==> src/rtl/keypad_emulator_if.sv <==
// keypad_emulator_if: push handshake, matrix strobes/senses and status of the keypad emulator
//  key_valid/key_code : press request from the bench side
//  key_ready          : queue not full
//  col / row          : scanner column strobes in, emulated row senses out
//  busy/key_done/key_err : press activity, end-of-press pulse, bad-code pulse
interface keypad_emulator_if;
  logic       key_valid;
  logic [3:0] key_code;
  logic       key_ready;
  logic [2:0] col;
  logic [3:0] row;
  logic       busy;
  logic       key_done;
  logic       key_err;
  modport master (output key_valid, key_code, col, input key_ready, row, busy, key_done, key_err);
  modport slave  (input key_valid, key_code, col, output key_ready, row, busy, key_done, key_err);
endinterface

==> src/rtl/keypad_emulator.sv <==
// keypad_emulator: 4x3 keypad matrix model replaying queued presses with make/break bounce
//  clk   : rising-edge clock
//  rst_n : asynchronous active-low reset, flushes the queue and opens the contact
//  kp    : slave side of keypad_emulator_if (push handshake, col in, row out, status pulses)
module keypad_emulator #(
  parameter int HOLD_CYCLES    = 200,
  parameter int BOUNCE_CYCLES  = 8,
  parameter int BOUNCE_TOGGLES = 3,
  parameter int GAP_CYCLES     = 50,
  parameter int FIFO_DEPTH     = 4
) (
  input logic              clk,
  input logic              rst_n,
  keypad_emulator_if.slave kp
);
  localparam logic [2:0] IDLE   = 3'd0;
  localparam logic [2:0] BNC_DN = 3'd1;
  localparam logic [2:0] HOLD   = 3'd2;
  localparam logic [2:0] BNC_UP = 3'd3;
  localparam logic [2:0] GAP    = 3'd4;
  localparam int AW   = $clog2(FIFO_DEPTH);
  localparam int CM1  = HOLD_CYCLES > BOUNCE_CYCLES ? HOLD_CYCLES : BOUNCE_CYCLES;
  localparam int CMAX = CM1 > GAP_CYCLES ? CM1 : GAP_CYCLES;
  localparam int CW   = $clog2(CMAX + 1);
  localparam int PL   = BOUNCE_TOGGLES > 0 ? 2 * BOUNCE_TOGGLES - 1 : 0;
  localparam int PW   = PL > 0 ? $clog2(PL + 1) : 1;
  logic [3:0]    mem [FIFO_DEPTH];
  logic [AW:0]   wr_ptr, rd_ptr;
  logic [2:0]    state;
  logic [CW-1:0] cnt;
  logic [PW-1:0] ph;
  logic [1:0]    kr, kc;
  logic          key_done, key_err;
  logic          empty, full, push, code_ok, contact;
  logic [3:0]    head;
  assign empty   = wr_ptr == rd_ptr;
  assign full    = (wr_ptr[AW] != rd_ptr[AW]) && (wr_ptr[AW-1:0] == rd_ptr[AW-1:0]);
  assign push    = kp.key_valid && !full;
  assign code_ok = kp.key_code < 4'd12;
  assign head    = mem[rd_ptr[AW-1:0]];
  // Bounce phases alternate made/open starting made; the last phase of each burst is open.
  assign contact = (state == HOLD) || ((state == BNC_DN || state == BNC_UP) && !ph[0]);
  // Switch-like path: col to row is purely combinational.
  assign kp.row       = (contact && kp.col[kc]) ? 4'(4'd1 << kr) : 4'd0;
  assign kp.key_ready = !full;
  assign kp.busy      = (state != IDLE) || !empty;
  assign kp.key_done  = key_done;
  assign kp.key_err   = key_err;
  always_ff @(posedge clk)
    if (push && code_ok) mem[wr_ptr[AW-1:0]] <= kp.key_code;
  always_ff @(posedge clk or negedge rst_n) begin
    if (!rst_n) begin
      wr_ptr   <= '0;
      rd_ptr   <= '0;
      state    <= IDLE;
      cnt      <= '0;
      ph       <= '0;
      kr       <= '0;
      kc       <= '0;
      key_done <= 1'b0;
      key_err  <= 1'b0;
    end else begin
      key_done <= 1'b0;
      key_err  <= push && !code_ok;
      if (push && code_ok) wr_ptr <= wr_ptr + 1'b1;
      case (state)
        IDLE:
          if (!empty) begin
            rd_ptr <= rd_ptr + 1'b1;
            kr     <= 2'(head / 4'd3);
            kc     <= 2'(head % 4'd3);
            cnt    <= '0;
            ph     <= '0;
            state  <= BOUNCE_TOGGLES > 0 ? BNC_DN : HOLD;
          end
        BNC_DN, BNC_UP:
          if (cnt == CW'(BOUNCE_CYCLES - 1)) begin
            cnt <= '0;
            if (ph == PW'(PL)) begin
              ph    <= '0;
              state <= state == BNC_DN ? HOLD : GAP;
            end else ph <= ph + 1'b1;
          end else cnt <= cnt + 1'b1;
        HOLD:
          if (cnt == CW'(HOLD_CYCLES - 1)) begin
            cnt   <= '0;
            state <= BOUNCE_TOGGLES > 0 ? BNC_UP : GAP;
          end else cnt <= cnt + 1'b1;
        GAP:
          if (cnt == CW'(GAP_CYCLES - 1)) begin
            cnt      <= '0;
            state    <= IDLE;
            key_done <= 1'b1;
          end else cnt <= cnt + 1'b1;
        default: state <= IDLE;
      endcase
    end
  end
endmodule
==> src/flat_wrapper.sv <==
// flat-port wrapper written by rule: the top's interface ports become plain ports
module keypad_emulator_flat 
#(
  parameter int HOLD_CYCLES    = 200,
  parameter int BOUNCE_CYCLES  = 8,
  parameter int BOUNCE_TOGGLES = 3,
  parameter int GAP_CYCLES     = 50,
  parameter int FIFO_DEPTH     = 4
)
  (clk, rst_n, kp_key_valid, kp_key_code, kp_col, kp_key_ready, kp_row, kp_busy, kp_key_done, kp_key_err);
  keypad_emulator_if kp_i ();
  input logic clk;
  input logic rst_n;
  input wire logic [$bits(kp_i.key_valid)-1:0] kp_key_valid;
  input wire logic [$bits(kp_i.key_code)-1:0] kp_key_code;
  input wire logic [$bits(kp_i.col)-1:0] kp_col;
  output wire logic [$bits(kp_i.key_ready)-1:0] kp_key_ready;
  output wire logic [$bits(kp_i.row)-1:0] kp_row;
  output wire logic [$bits(kp_i.busy)-1:0] kp_busy;
  output wire logic [$bits(kp_i.key_done)-1:0] kp_key_done;
  output wire logic [$bits(kp_i.key_err)-1:0] kp_key_err;
  assign kp_i.key_valid = kp_key_valid;
  assign kp_i.key_code = kp_key_code;
  assign kp_i.col = kp_col;
  assign kp_key_ready = kp_i.key_ready;
  assign kp_row = kp_i.row;
  assign kp_busy = kp_i.busy;
  assign kp_key_done = kp_i.key_done;
  assign kp_key_err = kp_i.key_err;
  keypad_emulator #(.HOLD_CYCLES(HOLD_CYCLES), .BOUNCE_CYCLES(BOUNCE_CYCLES), .BOUNCE_TOGGLES(BOUNCE_TOGGLES), .GAP_CYCLES(GAP_CYCLES), .FIFO_DEPTH(FIFO_DEPTH)) u_core (.clk(clk), .rst_n(rst_n), .kp(kp_i));
endmodule
==> config.mk <==
export PLATFORM = sky130hd
export DESIGN_NAME = keypad_emulator_flat
export DESIGN_NICKNAME = d
export VERILOG_FILES = /design/src/rtl/keypad_emulator_if.sv /design/src/rtl/keypad_emulator.sv /design/src/flat_wrapper.sv
export SDC_FILE = /design/constraint.sdc
export NUM_CORES = 1
export LEC_CHECK = 0
export CAP_MARGIN = 40
export CORE_ASPECT_RATIO = 1.1
export CORE_UTILIZATION = 51
export DETAILED_ROUTE_END_ITERATION = 7
export GPL_ROUTABILITY_DRIVEN = 0
export HOLD_SLACK_MARGIN = 0.15
export PLACE_DENSITY = 0.81
export RECOVER_POWER = 25
export SYNTH_ARGS = -nofsm -noshare
export SYNTH_HDL_FRONTEND = slang
export SYNTH_SLANG_ARGS = --single-unit
==> constraint.sdc <==
create_clock -name clk -period 9.3 [get_ports clk]
set_input_delay 1.86 -clock clk [delete_from_list [all_inputs] [get_ports clk]]
set_output_delay 1.86 -clock clk [all_outputs]
set_load 0.01 [all_outputs]
; Word level (Yosys, flattened, before mapping)
; Memories as Yosys holds them, arrays and structs flattened.
; Index checks and enable logic that the tools add are counted.
[word_totals]
reg_bits = 26
mem_bits_rw = 16
inputBits = 10
output_inout_bits = 8
wordCells = 81
n_memories = 1
[mem_list]
columns = name, words, word_bits, read_ports, rd_ports_with_merged_regs, write_ports, line
row1 = u_core.mem, 4, 4, 1, 0, 1, keypad_emulator.sv:27  ; logic [3:0] mem [FIFO_DEPTH];
[op_classes]
add_sub_neg = 4
div_mod_pow = 2
order_cmp = 2
eq_ne = 16
shifts = 1
n_mux = 23
bitwise_logic = 1
reduce_logical = 22
[ops]
columns = operator, count
row1 = $mux W8, 4
row2 = $pmux W8 S4, 1
row3 = $mux W3, 9
row4 = $pmux W3 S4, 1
row5 = $add A3 B1 Y3 const B, 3
row6 = $add A8 B1 Y8 const B, 1
row7 = $eq A8 B3 Y1 const B, 1
row8 = $eq A8 B6 Y1 const B, 1
row9 = $eq A8 B8 Y1 const B, 1
row10 = $eq A3 B2 Y1 const B, 2
row11 = $eq A3 B3 Y1 const B, 2
row12 = $logic_and A1 B1 Y1, 6
row13 = $ne A2 B1 Y1 const B, 3
row14 = $pmux W3 S2, 1
row15 = $mux W1, 5
row16 = $reduce_and A5 Y1, 1
row17 = $div A4 B2 Y4 const B, 1
row18 = $logic_not A1 Y1, 4
row19 = $lt A4 B4 Y1 const B, 1
row20 = $mod A4 B2 Y4 const B, 1
row21 = $mux W4, 1
row22 = $ne A2 B2 Y1 const B, 2
row23 = $reduce_and A2 Y1, 2
row24 = $reduce_bool A4 Y1, 1
row25 = other kinds (14), 16

; Logic depth before layout (Yosys ltp)
[logic_depth]
depth_word = 7
ltp_mapped = 14
mapped_depth_nobuf = 13

; Worst setup path before layout
; Ideal clock, no wire load.
[synth_path]
path_kind = input-to-output
from = input kp_col[2]
to = output kp_row[0]
arrival_ns = 2.448
required_time_ns = 7.440
slack_ns = 4.992
stages = 4
path_buffers = 0
cell_sequence = mux2i_1 o22ai_1 nand3_1 nor3_1
[synth_between]
elab_chain_len = 4
[synth_rtl]
columns = element, line
row1 = "start, declared", flat_wrapper.sv:16  ; input wire logic [$bits(kp_i.col)-1:0] kp_col;
row2 = $bmux W1 S2, keypad_emulator.sv:44  ; assign kp.row = (contact && kp.col[kc]) ? 4'(4'd1 << kr) : 4'd0;
row3 = $mux W1 (implied by the code), keypad_emulator.sv:44
row4 = $logic_and A1 B1 Y1, keypad_emulator.sv:44
row5 = $mux W4, keypad_emulator.sv:44
row6 = "end, declared", flat_wrapper.sv:18  ; output wire logic [$bits(kp_i.row)-1:0] kp_row;
; Every way passes these cells. The select of a mux whose other input is x is not followed.

; Worst setup path in the final report
[layout_path]
from = input kp_col[0]
to = output kp_row[1]
; Same word-level chain as after synthesis.

==> flow_summary_export.csv <==
group,metric,value,unit
run_status,run_status,"complete, no violations",
critical_path,timing_worst_setup_path_type,"in -> out",
synth,synth.lib_cells_used.distinct,49,
sta,worst_pin_slew,1.425,ns
route,via_per_inst,5.647,
global_routing,grt_pass1_wl,6686,µm
sta,finalHoldViolCount,0,
finish,layout-drive-gt1-share,8.756,%
synth,synth_sequential_area_ratio,50.59,%
sta,clock.fmax,0.1890,GHz
sta,rsz0062_at_grt,"false",
route,dr_total_vias,1519,
sta,layout_min_cycle_time,5.292,ns
critical_path,crit-reg2reg-capture,"u_core.kc[0]",
clock_tree,postCtsSetupRepairBufs,0,
critical_path,crit_path_cell_trace,"clkdlybuf4s50_1, mux2i_1, o22ai_1, nand3_1, nor3_1, clkdlybuf4s50_1",
synth,synth_async_sr_flop_share,61.90,%
clock_tree,ctsHtreeMaxLevel,2,
clock_tree,cts-resized-gates,0,
critical_path,launching_element_type_of_the_critical_path,"input pin",
power_and_ir_drop,ir_drop,0.09965,mV
worst_hold_path,holdCritStartpoint,"u_core.ph[1]",
global_routing,vias_in_the_first_global_route,1413,
critical_path,critPathTopFamily,"buffers and inverters",
die,core-area,0.004084,mm²
global_routing,antenna_found_initial,0,
clock_tree,clkSlewWorstSetupHoldPaths,0.08,ns
critical_path,cp.arrival,3.43,ns
finish,final_area,0.002545,mm²
sta,setup_violations,0,
synth,syn_area,0.002236,mm²
clock_tree,clock-root-buffer,"sky130_fd_sc_hd__clkbuf_8",
critical_path,regToRegStartpoint,"u_core.rd_ptr[0]",
critical_path,wp_data_required,7.44,ns
route,remaining_drc_errors,0,
route,detail_route.wl_per_cell,14.56,µm
sta,timing_max_transition_violations_final,0,
finish,synthToLayoutAreaGrowth,13.82,%
critical_path,timing.critical_path.mode_cell,"sky130_fd_sc_hd__clkdlybuf4s50_1",
critical_path,timing.critical_path.buf_inv,2,
finish,insertedDiodeCount,0,
power_and_ir_drop,share_comb_of_total_power,18.4,%
die,floorplan.initialDensity,54.75,%
power_and_ir_drop,power.leakage,0.001081,µW
sta,final.period_utilization,56.90,%
critical_path,timing.critical_path.slowest_stage_cell,"sky130_fd_sc_hd__clkdlybuf4s50_1",
synth,main_synth_ff_type,"sky130_fd_sc_hd__dfrtp_1",
power_and_ir_drop,sw_frac_of_total,26.62,%
worst_hold_path,timing.hold.worst_path_depth,1,
die,num_rows,24,
sta,skew,0.005454,ns
power_and_ir_drop,sequentialPowerShare,50.3,%
sta,timing.setup.tns,0,ns
placement,number_of_input_and_output_port_buffers_inserted,17,
critical_path,reg_to_reg_setup_timing_slack,5.63,ns
finish,final_cell_mix,"sky130_fd_sc_hd__dfrtp_1, sky130_fd_sc_hd__clkdlybuf4s50_1, sky130_fd_sc_hd__edfxtp_1, sky130_fd_sc_hd__nand2_1, sky130_fd_sc_hd__nor2_1",
synth,post_synth.cell_area_avg,11.29,µm²
synth,synth_edf_count,16,
power_and_ir_drop,clock_network_power_share,31.3,%
flow_run,max_cap_violations,0,
placement,detailed_place.area,0.002446,mm²
power_and_ir_drop,cellInternalPower,323.6,µW
route,route.antenna.remaining_nets,0,
finish,final_common_cell,"sky130_fd_sc_hd__dfrtp_1",
clock_tree,clock-sinks,42,
synth,syn_nets,218,
sta,slew_headroom,4.977,%
critical_path,worstRegToRegCells,13,
clock_tree,clock_insertion_delay_worst_skew,0.29,ns
synth,postSynthRegisterBits,42,
global_routing,grt_start_max_net_pins,27,
finish,design.final.nets,237,
synth,cells_after_synth,198,
critical_path,path_max_fanout,4,
clock_tree,cts_tree,"done",
global_routing,gr-usage-all-layers,19.29,%
die,die_height,71.45,µm
worst_hold_path,min_delay_worst_endpoint,"u_core.ph[1]",
clock_tree,post_cts_hold_buffer_count,0,
die,io_pins,18,
worst_hold_path,class_of_the_worst_hold_path,"reg -> reg",
die,dieArea,0.004653,mm²
clock_tree,max-clock-path-buffers,2,
global_routing,grt_remaining_overflow,0,
clock_tree,tritoncts.num_buffers,5,
route,detail_route.iter0.violations,96,
synth,yosys_warnings,0,
die,die-width,65.13,µm
power_and_ir_drop,power.density,173.3,mW/mm²
critical_path,endpoint_kind,"primary output",
power_and_ir_drop,p_sw,117.4,µW
route,detail_route.wirelength,3917,µm
critical_path,worst_path_largest_cell_delay,0.56,ns
placement,detailed_place_hpwl,2819,µm
route,drt_first_pass_iters,4,
==> Yosys cell counts (all sizes together) (2+ instances only) <==
master | count | share of area (%)
a21oi | 7 | 1.6
o31ai | 3 | 1.2
xnor2 | 5 | 2.0
ha | 10 | 5.6
a31oi | 3 | 0.84
nor3 | 8 | 2.0
nand2b | 3 | 0.84
o221ai | 2 | 0.78
mux2i | 4 | 1.8
and3 | 3 | 0.84
inv | 11 | 1.8
a22o | 2 | 0.78
edfxtp | 16 | 21
o21ai | 5 | 1.1
dfrtp | 26 | 29
xor2 | 6 | 2.4
and2 | 5 | 1.4
nor2 | 14 | 2.4
nand2 | 14 | 2.4
nor4b | 3 | 1.2
and3b | 2 | 0.78
nor2b | 2 | 0.56
buf | 3 | 0.95
nor3b | 2 | 0.67
clkbuf | 3 | 0.50
nand3 | 8 | 1.8
mux4 | 4 | 4.0
a21o | 4 | 1.3
mux2 | 3 | 1.5
nand4b | 2 | 0.78
==> final cells by class <==
class | instances | area, µm²
tap | 52 | 65.06
clock buffer | 5 | 68.82
clock inverter | 2 | 33.78
multi-input combinational | 139 | 1031
sequential | 42 | 1131
inverter | 11 | 41.29
timing repair buffer | 18 | 173.9
fill | 336 | 1539
==> worst max-delay path by stage <==
stage / cells after the start / end / start / slack (ns)
3_3_place_gp: 6 / kp_row[3] / kp_col[0] / 4.08
2_1_floorplan: 4 / kp_row[0] / kp_col[2] / 4.99
6_report: 6 / kp_row[1] / kp_col[0] / 4.01
3_5_place_dp: 6 / kp_row[1] / kp_col[0] / 4.00
4_1_cts: 6 / kp_row[1] / kp_col[0] / 4.00
5_1_grt: 6 / kp_row[1] / kp_col[0] / 3.87
==> through the flow <==
step	util [%]	hold WS (ns)	std cells	total power, µW	worst slack [ns]
2_1_floorplan	-	0.4776	198	279.6	4.992
3_3_place_gp	59.90	0.5110	262	303.7	4.077
3_5_place_dp	59.90	0.5144	262	307.3	4.004
4_1_cts	62.41	0.5329	269	444.3	4.000
5_1_grt	62.32	0.5569	269	463.3	3.867
6_report	62.32	0.5352	269	441.0	4.008
==> logic make-up after synthesis <==
family / after synthesis / share of synthesized area [%]
AO/OA/AOI/OAI: 33 / 10.41
XOR/XNOR: 11 / 4.309
adder cells (fa/ha/maj): 10 / 5.596
buffers and inverters: 17 / 3.302
flip-flops: 42 / 50.59
multiplexers: 11 / 7.331
AND/OR/NAND/NOR: 74 / 18.47
==> flip-flops by register name (all words and copies together) (netlist names) <==
name and flops:
u_core.kp.key_done 1, u_core.kc 2, u_core.ph 3, u_core.kr 2, u_core.wr_ptr 3, u_core.state 3, u_core.rd_ptr 3, u_core.mem 16
u_core.cnt 8, u_core.kp.key_err 1
==> metal layers <==
| layer | part of all wire, % | track usage, % | up-vias |
|---|---|---|---|
| met1 | 47 | 27.06 | 741 |
| met5 | 0 | 0 | - |
| met2 | 48 | 28.70 | 19 |
| met4 | 1.6 | 7.246 | 0 |
| met3 | 3.4 | 5.255 | 7 |
| li1 | - | - | 752 |
==> power groups by stage <==
stage / clock network [µW] / logic [µW] / registers (µW)
6_report: 138 / 81.3 / 222
5_1_grt: 148 / 92.3 / 223
4_1_cts: 140 / 82.7 / 222
3_5_place_dp: 0 / 81.7 / 226
3_3_place_gp: 0 / 79.1 / 225
2_1_floorplan: 0 / 56.6 / 223
Power figures use the tool's default switching activity.
